`src/rtl/cpu.sv`:
```
// 8-bit single-cycle RISC core: combinational controller8 decode feeding a
// datapath8 that holds the register file, zero flag and program counter.

package cpu_pkg;
   typedef enum logic [2:0] {
      ALU_PASSB, ALU_ADD, ALU_SUB, ALU_AND, ALU_OR, ALU_XOR, ALU_SHL, ALU_SHR
   } alu_op_e;
   typedef enum logic [1:0] {ADDR_IMM, ADDR_RD, ADDR_RS} addr_src_e;
   typedef enum logic [1:0] {PC_INC1, PC_INC2, PC_IMM, PC_HOLD} pc_src_e;
endpackage

module controller8
   import cpu_pkg::*;
(
   input  logic [3:0] op,
   input  logic [1:0] cond,
   input  logic       sh_right,
   input  logic       z,
   output logic       reg_wr,
   output logic       z_wr,
   output alu_op_e    alu_op,
   output logic       alu_src,
   output logic       mem_to_reg,
   output logic       mem_wr,
   output addr_src_e  addr_src,
   output pc_src_e    pc_src
);
   logic taken_s;

   // branch condition from the rd field
   always_comb begin
      taken_s = 1'b1;
      case (cond)
         2'b01:   taken_s = z;
         2'b10:   taken_s = ~z;
         default: taken_s = 1'b1;
      endcase
   end

   // opcode decode
   always_comb begin
      reg_wr     = 1'b0;
      z_wr       = 1'b0;
      alu_op     = ALU_PASSB;
      alu_src    = 1'b0;
      mem_to_reg = 1'b0;
      mem_wr     = 1'b0;
      addr_src   = ADDR_IMM;
      pc_src     = PC_INC1;
      case (op)
         4'h0: pc_src = PC_INC1;
         4'h1: reg_wr = 1'b1;
         4'h2: begin reg_wr = 1'b1; z_wr = 1'b1; alu_op = ALU_ADD; end
         4'h3: begin reg_wr = 1'b1; z_wr = 1'b1; alu_op = ALU_SUB; end
         4'h4: begin reg_wr = 1'b1; z_wr = 1'b1; alu_op = ALU_AND; end
         4'h5: begin reg_wr = 1'b1; z_wr = 1'b1; alu_op = ALU_OR;  end
         4'h6: begin reg_wr = 1'b1; z_wr = 1'b1; alu_op = ALU_XOR; end
         4'h7: begin
            reg_wr = 1'b1;
            z_wr   = 1'b1;
            alu_op = sh_right ? ALU_SHR : ALU_SHL;
         end
         4'h8: begin reg_wr = 1'b1; alu_src = 1'b1; pc_src = PC_INC2; end
         4'h9: begin
            reg_wr  = 1'b1;
            z_wr    = 1'b1;
            alu_op  = ALU_ADD;
            alu_src = 1'b1;
            pc_src  = PC_INC2;
         end
         4'hA: begin reg_wr = 1'b1; mem_to_reg = 1'b1; addr_src = ADDR_RS; end
         4'hB: begin mem_wr = 1'b1; addr_src = ADDR_RD; end
         4'hC: begin reg_wr = 1'b1; mem_to_reg = 1'b1; pc_src = PC_INC2; end
         4'hD: begin mem_wr = 1'b1; pc_src = PC_INC2; end
         4'hE: pc_src = taken_s ? PC_IMM : PC_INC2;
         4'hF: pc_src = PC_HOLD;
         default: pc_src = PC_INC1;
      endcase
   end
endmodule

module datapath8
   import cpu_pkg::*;
(
   input  logic       clk,
   input  logic       rst_n,
   input  logic [7:0] instr,
   input  logic [7:0] imm,
   input  logic [7:0] mem_rd_data,
   input  logic       reg_wr,
   input  logic       z_wr,
   input  alu_op_e    alu_op,
   input  logic       alu_src,
   input  logic       mem_to_reg,
   input  addr_src_e  addr_src,
   input  pc_src_e    pc_src,
   output logic       z,
   output logic [7:0] pc,
   output logic [7:0] mem_addr,
   output logic [7:0] mem_wr_data
);
   logic [7:0] rf_q [4];
   logic [7:0] rf_d [4];
   logic       z_q, z_d;
   logic [7:0] pc_q, pc_d;
   logic [7:0] rd_val_s, rs_val_s, alu_b_s, alu_y_s, wb_s;

   assign rd_val_s    = rf_q[instr[3:2]];
   assign rs_val_s    = rf_q[instr[1:0]];
   assign alu_b_s     = alu_src ? imm : rs_val_s;
   assign wb_s        = mem_to_reg ? mem_rd_data : alu_y_s;
   assign mem_wr_data = rs_val_s;
   assign pc          = pc_q;
   assign z           = z_q;

   // ALU; the register file is read before the edge so rd==rs sees the old value
   always_comb begin
      alu_y_s = 8'h00;
      case (alu_op)
         ALU_PASSB: alu_y_s = alu_b_s;
         ALU_ADD:   alu_y_s = rd_val_s + alu_b_s;
         ALU_SUB:   alu_y_s = rd_val_s - alu_b_s;
         ALU_AND:   alu_y_s = rd_val_s & alu_b_s;
         ALU_OR:    alu_y_s = rd_val_s | alu_b_s;
         ALU_XOR:   alu_y_s = rd_val_s ^ alu_b_s;
         ALU_SHL:   alu_y_s = {rd_val_s[6:0], 1'b0};
         ALU_SHR:   alu_y_s = {1'b0, rd_val_s[7:1]};
         default:   alu_y_s = 8'h00;
      endcase
   end

   // data RAM address select
   always_comb begin
      mem_addr = imm;
      case (addr_src)
         ADDR_RD:  mem_addr = rd_val_s;
         ADDR_RS:  mem_addr = rs_val_s;
         default:  mem_addr = imm;
      endcase
   end

   // next-state for registers, flag and program counter
   always_comb begin
      rf_d = rf_q;
      if (reg_wr) begin
         rf_d[instr[3:2]] = wb_s;
      end else begin
         rf_d = rf_q;
      end
      if (z_wr) begin
         z_d = (alu_y_s == 8'h00);
      end else begin
         z_d = z_q;
      end
      pc_d = pc_q + 8'd1;
      case (pc_src)
         PC_INC1: pc_d = pc_q + 8'd1;
         PC_INC2: pc_d = pc_q + 8'd2;
         PC_IMM:  pc_d = imm;
         PC_HOLD: pc_d = pc_q;
         default: pc_d = pc_q + 8'd1;
      endcase
   end

   // architectural state
   always_ff @(posedge clk or negedge rst_n) begin
      if (!rst_n) begin
         rf_q <= '{default: 8'h00};
         z_q  <= 1'b0;
         pc_q <= 8'h00;
      end else begin
         rf_q <= rf_d;
         z_q  <= z_d;
         pc_q <= pc_d;
      end
   end
endmodule

module cpu
   import cpu_pkg::*;
(
   input  logic       clk,
   input  logic       rst,
   input  logic [7:0] instr,
   input  logic [7:0] imm,
   output logic [7:0] pc,
   output logic [7:0] mem_addr,
   output logic       mem_wr,
   output logic [7:0] mem_wr_data,
   input  logic [7:0] mem_rd_data
);
   logic      reg_wr_s, z_wr_s, alu_src_s, mem_to_reg_s, mem_wr_s, z_s;
   alu_op_e   alu_op_s;
   addr_src_e addr_src_s;
   pc_src_e   pc_src_s;

   controller8 u_ctrl (
      .op(instr[7:4]), .cond(instr[3:2]), .sh_right(instr[0]), .z(z_s),
      .reg_wr(reg_wr_s), .z_wr(z_wr_s), .alu_op(alu_op_s), .alu_src(alu_src_s),
      .mem_to_reg(mem_to_reg_s), .mem_wr(mem_wr_s), .addr_src(addr_src_s),
      .pc_src(pc_src_s)
   );

   datapath8 u_dp (
      .clk(clk), .rst_n(rst), .instr(instr), .imm(imm), .mem_rd_data(mem_rd_data),
      .reg_wr(reg_wr_s), .z_wr(z_wr_s), .alu_op(alu_op_s), .alu_src(alu_src_s),
      .mem_to_reg(mem_to_reg_s), .addr_src(addr_src_s), .pc_src(pc_src_s),
      .z(z_s), .pc(pc), .mem_addr(mem_addr), .mem_wr_data(mem_wr_data)
   );

   // a store in flight must not reach the RAM while reset is held
   assign mem_wr = mem_wr_s & rst;
endmodule

```
`config.mk`:
```
export PLATFORM = sky130hd
export DESIGN_NAME = cpu
export DESIGN_NICKNAME = d
export VERILOG_FILES = /design/src/rtl/cpu.sv
export SDC_FILE = /design/constraint.sdc
export NUM_CORES = 1
export LEC_CHECK = 0
export ABC_AREA = 1
export ABC_CLOCK_PERIOD_IN_PS = 4400
export BUFFER_PORTS_ARGS = -buffer_cell sky130_fd_sc_hd__buf_2
export CAP_MARGIN = 20
export CORE_ASPECT_RATIO = 0.75
export CORE_MARGIN = 5
export CORE_UTILIZATION = 58
export DETAILED_ROUTE_END_ITERATION = 12
export GPL_ROUTABILITY_DRIVEN = 1
export PLACE_DENSITY = 0.86
export REMOVE_ABC_BUFFERS = 1
export SLEW_MARGIN = 15
export SYNTH_ARGS = -nofsm -noshare
export SYNTH_HDL_FRONTEND = slang
export SYNTH_SLANG_ARGS = --single-unit
```
`constraint.sdc`:
```
create_clock -name clk -period 4.4 [get_ports clk]
set_clock_uncertainty 0.15 [all_clocks]
set_input_delay 0.44 -clock clk [delete_from_list [all_inputs] [get_ports clk]]
set_output_delay 0.44 -clock clk [all_outputs]
set_load 0.02 [all_outputs]
```
# == Word-level counts from Yosys, hierarchy flattened ==
# Cells that the tools add are included.
# op_classes
add_sub_neg,4
magnitude_cmp,3
n_eq_ne,29
mux,25
n_bitwise,7
reduce_logical,11
# op_table
cell,n
8-bit case mux with 8 select lines,1
8-bit two-way mux,7
8-bit binary-select mux with 2-bit select,2
32-bit bitwise mux,1
"4-bit equality test, second input constant",8
8-bit case mux with 3 select lines,1
3-bit case mux with 6 select lines,1
8-bit demux with 2-bit select,1
"4-bit by 3-bit equality test with 1-bit output, second input constant",4
8-bit case mux with 2 select lines,1
"3-bit equality test, second input constant",4
11-bit OR reduction,1
"8-bit by 1-bit adder with 8-bit output, second input constant",1
"8-bit by 2-bit adder with 8-bit output, second input constant",1
8-bit adder,1
8-bit bitwise AND,1
"2-bit equality test, second input constant",4
"4-bit by 2-bit equality test with 1-bit output, second input constant",2
8-bit logical NOT,1
8-bit OR,1
2-bit OR reduction,4
8-bit subtractor,1
8-bit bitwise XOR,1
7-bit OR reduction,1
other kinds (18),28
# totals
reg_bits,41
in_bits,26
output_inout_bits,25
word_cells,85

# == Logic depth before layout (Yosys ltp) ==
# logic_depth
ltp_word,9
depth_mapped,26
mapped_depth_nobuf,24

# == Cells and area by module ==
# Synthesis repeated with hierarchy kept, for this count alone.
# hier_totals
cells_unflattened,671
hier_area_um2,4336.7
# modules_own_cells
module,n_inst,cells_each,area_per_inst_um2,seq_area_each_um2
datapath8,1,613,4073.9,1026.0
controller8,1,56,255.2,0.0
cpu,1,2,7.5,0.0

# == Worst setup path after synthesis ==
# OpenSTA, ideal clock, no wires.
# synth_timing
path_type,input to register
startpoint,input port instr[0]
endpoint,register u_dp.rf_q[29] (netlist name)
setup_time_ns,0.128
arrival_ns,2.964
t_required_ns,4.122
slack_ns,1.158
stages,25
n_path_buf,2
cell_sequence,buf_4 > inv_2 > buf_4 > nand2_1 > nand3_1 > nand2_1 > nand2_1 > nand2_2 > ha_1 > nand2_1 > o21ai_0 > inv_1 > ha_1 > nand3b_1 > nand2_1 > nand2_1 > nand2_1 > a21oi_1 > or2_2 > nand3_1 > nand4_1 > nand2_1 > nand2_1 > o21ai_1 > o21ai_1
# synth_between
elab_chain_cells,9
elab_cells_between_ends,23
cone_classes,add/sub (2); eq/ne (7); mux (9); bitwise (4); reduce/logical (1)
# synth_rtl
item,line,text
start: declaration,184,"input logic [7:0] instr,"
2-bit inverter with 3-bit output (implied by the code),109,assign rs_val_s = rf_q[instr[1:0]];
8-bit binary-select mux with 2-bit select,109,
8-bit two-way mux (implied by the code) (2 in a row),109,
8-bit two-way mux,110,assign alu_b_s = alu_src ? imm : rs_val_s;
8-bit subtractor (tied with other cells),122,ALU_SUB: alu_y_s = rd_val_s - alu_b_s;
8-bit case mux with 8 select lines (*),119,case (alu_op)
8-bit two-way mux (*),111,assign wb_s = mem_to_reg ? mem_rd_data : alu_y_s;
32-bit bitwise mux (*),146,rf_d[instr[3:2]] = wb_s;
end signal: assignment,172,rf_q <= rf_d;
end: declaration,102,logic [7:0] rf_q [4];
# Mark *: on every way between the ends. The rest lies on a longest branch, timed or not. The select of a mux whose other input is x is not followed.
# A chain may end at the register's enable or synchronous reset.

# == Final worst setup path ==
# layout_timing
startpoint,input port instr[0]
endpoint,register u_dp.rf_q[30] (netlist name)
# The elaborated chain is that of the path after synthesis.

==> results.md <==
* Outcome: complete, no violations
* Synth unique cells at 45
* Minimum clock period after layout at 3.732 ns
* Synth warnings at 0
* Drt total wl at 13,810 um
* Endpoints failing setup at 0
* Least-Margin Pin Slew at slightly below 0.9 ns
* Vias at ~4,800
* Std-Cell Rows at 27
* Leakage at roughly 2.5 nW
* Fmax at roughly 0.27 GHz
* DRT Pass-1 Iters at 8
* Num CTS Buffers at 5
* Multi-input gate area at roughly 2800 um2
* Cell area after layout at ~4700 um2
* Met2 Use GR at 45.71%
* Critical path cell sequence: buf_2 > inv_2 > nand2_1 > nand3_1 > nand2_1 > nand2_1 > nand2_1 > ha_1 > nand2_1 > o21ai_0 > fa_1 > inv_1 > nand3_1 > nand2_1 > nand2_1 > nand2_1 > a21oi_1 > nor2_1 > o21ai_1 > o21ai_1 > nand2_1 > o21ai_1 > o21ai_1
* Cell Int Power at between 1 and 1.5 mW
* Die area at around 9000 um2
* Post-DP Area at about 4600 um2
* Layout area overhead at 9.256%
* Cts repair resizes at 0
* # fillers at about 670
* EDFF count, synth at 0
* Prevailing post-synth register cell: dfrtp_1
* Met3 usage at 7.686%
* Largest net degree at the start of global routing at 42
* Root Driver: clkbuf_8
* Post-layout nets at 770
* Seq pwr share at around 31%
* CTS sink cnt at about 40
* Pwr Density at approximately 430 nW/um2
* Crit path max-delay cell type: fa_1
* Critical Path AT at roughly 3.8 ns
* Clock Path Buffers at 2
* Setup CP Type: input pin to register
* Final Hold Viols at 0
* H-tree levels at 2
* Pins Over Slew Limit at 0
* Via density at around 6.0
* Input/output buffers at 50
* Share of total power in combinational logic at a little over half
* Initial antenna violation count at 0
* Share of synthesized registers carrying an async set or reset at between 90% and 100%
* Die Ht at ~84 um
* Vias in the first global route at approximately 4,600
* CTS tree: yes
* Grt ovf at 0
* Final HPWL DP at 10,640 um
* Placed instance count at ~800
* Die width at 109.1 um
* Share of layout cells above drive strength 1 at between 10% and 20%
* Worst vdd ir at between 0.3 and 0.4 mV
* Clock power frac at between 10% and 20%
* Drt wl/cell at 17.07 um
* Final worst path period share at between 80% and 90%
* Top Family by Delay on Critical Path: simple AND/OR/NAND/NOR gates
* Post-layout util at between 60% and 70%
* GRT Util Overall at a little under a third
* Setup WS pre-CTS at between 0.4 and 0.5 ns
* Avg Inst Size Synth at 6.414 um2
* CTS Hold Bufs at 0
* M1 GR Usage at a little over two fifths
* Min-Delay Path Class: input pin to async pin
* Core ar. at around 7300 um2
* CP required at between 4 and 5 ns
* Post-layout worst setup margin at roughly 0.67 ns
* Slew HR at between 40% and 50%
* Switching share of power at around half
* Cell Area, Synth at 4272 um2
* Worst setup EP type: register
* Gate Count Post-Synth at between 600 and 700
* First-pass GRT wire length at about 22,000 um
* Gr busiest metal: met2
* P_sw at 961.8 uW
* Setup Buffers After CTS at 0
* Max-cap violations at 0
* RSZ-0062 raised after global routing: false
* CP startpoint kind: input pin
* Final non-filler cell total at a little over 800
* Initial DRC Count at between 600 and 700
* CP peak stage delay at about 0.47 ns
* Drt drc at 0
* Fin Setup TNS at 0 ns
* Final GP Congestion at 0.9895
* CP Max Fanout at 18
* Most used cell, CP: nand2_1
* Seq/Total Area, Yosys at between 20 and 25%
* I/O Pins at 51
* Clk Latency, worst-skew pair at roughly 0.3 ns
* CTS clk-pin slew, worst paths at approximately 0.1 ns
* FF/Latch Area at approximately 1000 um2
* Starting density of the core at between 50% and 60%
* N_diodes at 0
* Post-route ant nets at 0
* CP Buf/Inv Count at 3
* Yosys reg bits at between 40 and 50
==> path summary, 6_finish.rpt <==
| kind | startpoint | endpoint | slack, ns | cells past startpoint |
|---|---|---|---|---|
| min reg2reg | u_dp.rf_q[16] | u_dp.rf_q[16] | 0.38 | 2 |
| max in group asynchronous | rst | u_dp.z | 3.57 | 2 |
| max reg2reg | u_dp.rf_q[0] | u_dp.rf_q[30] | 1.01 | 21 |
| min | rst | u_dp.rf_q[15] | 0.15 | 2 |
| min in group clk | mem_rd_data[2] | u_dp.rf_q[18] | 0.30 | 3 |
| max | instr[0] | u_dp.rf_q[30] | 0.67 | 23 |
==> cell usage after synthesis, types with 3 or more instances <==
master,instances,area share (%)
ha_1,36,11
nand3_1,55,6.4
nor2_1,43,3.8
xor2_1,10,2.1
or2_1,3,0.44
inv_2,13,1.1
buf_6,3,0.79
nand4_1,5,0.73
a22oi_1,4,0.70
a221oi_1,3,0.62
o22ai_1,5,0.73
nor2_2,3,0.44
nor3_1,4,0.47
o21ai_0,23,2.7
clkbuf_1,7,0.62
a31oi_1,15,2.2
o21ai_1,21,2.5
a21oi_1,26,3.0
inv_1,75,6.6
nand2_1,215,19
nand2_2,10,1.5
or2_2,9,1.3
buf_2,5,0.59
dfrtp_1,41,24
o211ai_1,5,0.88
==> area by class of cell <==
class	instances	share of cell area (%)
Multi-Input combinational cell	518	60.11
Sequential cell	41	21.98
Inverter	90	7.292
Timing Repair Buffer	51	5.523
Tap cell	101	2.708
Clock buffer	6	1.555
Clock inverter	2	0.8311
==> metrics by stage <==
step,power [mW],hold WS [ns]
floorplan,1.322,-0.005591
global placement,1.594,0.3445
detailed placement,1.636,0.3474
CTS,1.956,0.1769
global route,2.143,0.2029
finish,1.988,0.1507
==> cells in the final DEF, fill, tap and decap left out, types with 3 or more instances in the layout <==
master and n:
nor2_1 43, a221oi_1 3, a22oi_1 4, nor3_1 4
o22ai_1 5, or2_2 9, nand3_1 55, nor2_2 3
inv_1 75, xor2_1 10, buf_2 50, o21ai_1 21
a21oi_1 26, or2_1 3, o21ai_0 23, dfrtp_1 41
nand2_1 215, nand2_2 10, inv_2 13, o211ai_1 5
nand4_1 5, a31oi_1 15, ha_1 36, clkbuf_8 5
==> registers in the layout (all words and copies together) (netlist names) <==
name / flops
u_dp.pc: 8
u_dp.z: 1
u_dp.rf_q: 32
==> logic make-up after synthesis <==
family	Yosys count	synth area share, %
compound gates	113	15.64
xor+xnor	10	2.050
fa+ha+maj	37	11.01
buf+inv	107	10.31
flops	41	24.02
simple gates	358	36.97
==> worst register-to-register path, stage by stage (launching register included) <==
cell     delay (ns)
dfrtp_1        0.42
nand2_1        0.08
nand3_1        0.08
nand2_1        0.09
nand2_1        0.06
nand2_1        0.22
ha_1           0.29
nand2_1        0.07
o21ai_0        0.15
fa_1           0.47
inv_1          0.11
nand3_1        0.07
nand2_1        0.09
nand2_1        0.07
nand2_1        0.06
a21oi_1        0.07
nor2_1         0.09
o21ai_1        0.09
o21ai_1        0.19
nand2_1        0.07
o21ai_1        0.20
o21ai_1        0.09
==> power by group through the flow <==
stage / combinational [mW] / clock (mW) / sequential (mW)
after floorplan: 0.715 / 0 / 0.608
after global placement: 0.988 / 0 / 0.607
after detailed placement: 1.03 / 0 / 0.609
after CTS: 1.04 / 0.317 / 0.603
after global routing: 1.18 / 0.335 / 0.628
final: 1.06 / 0.319 / 0.612
==> metal layers <==
metal  share of wire [%]  up-vias
met2                  42      366
met5                   0        -
met1                  41     2147
met4                 3.9        0
met3                  14       58
li1                    -     2244
Note: power is estimated with default switching activity, not from simulation.
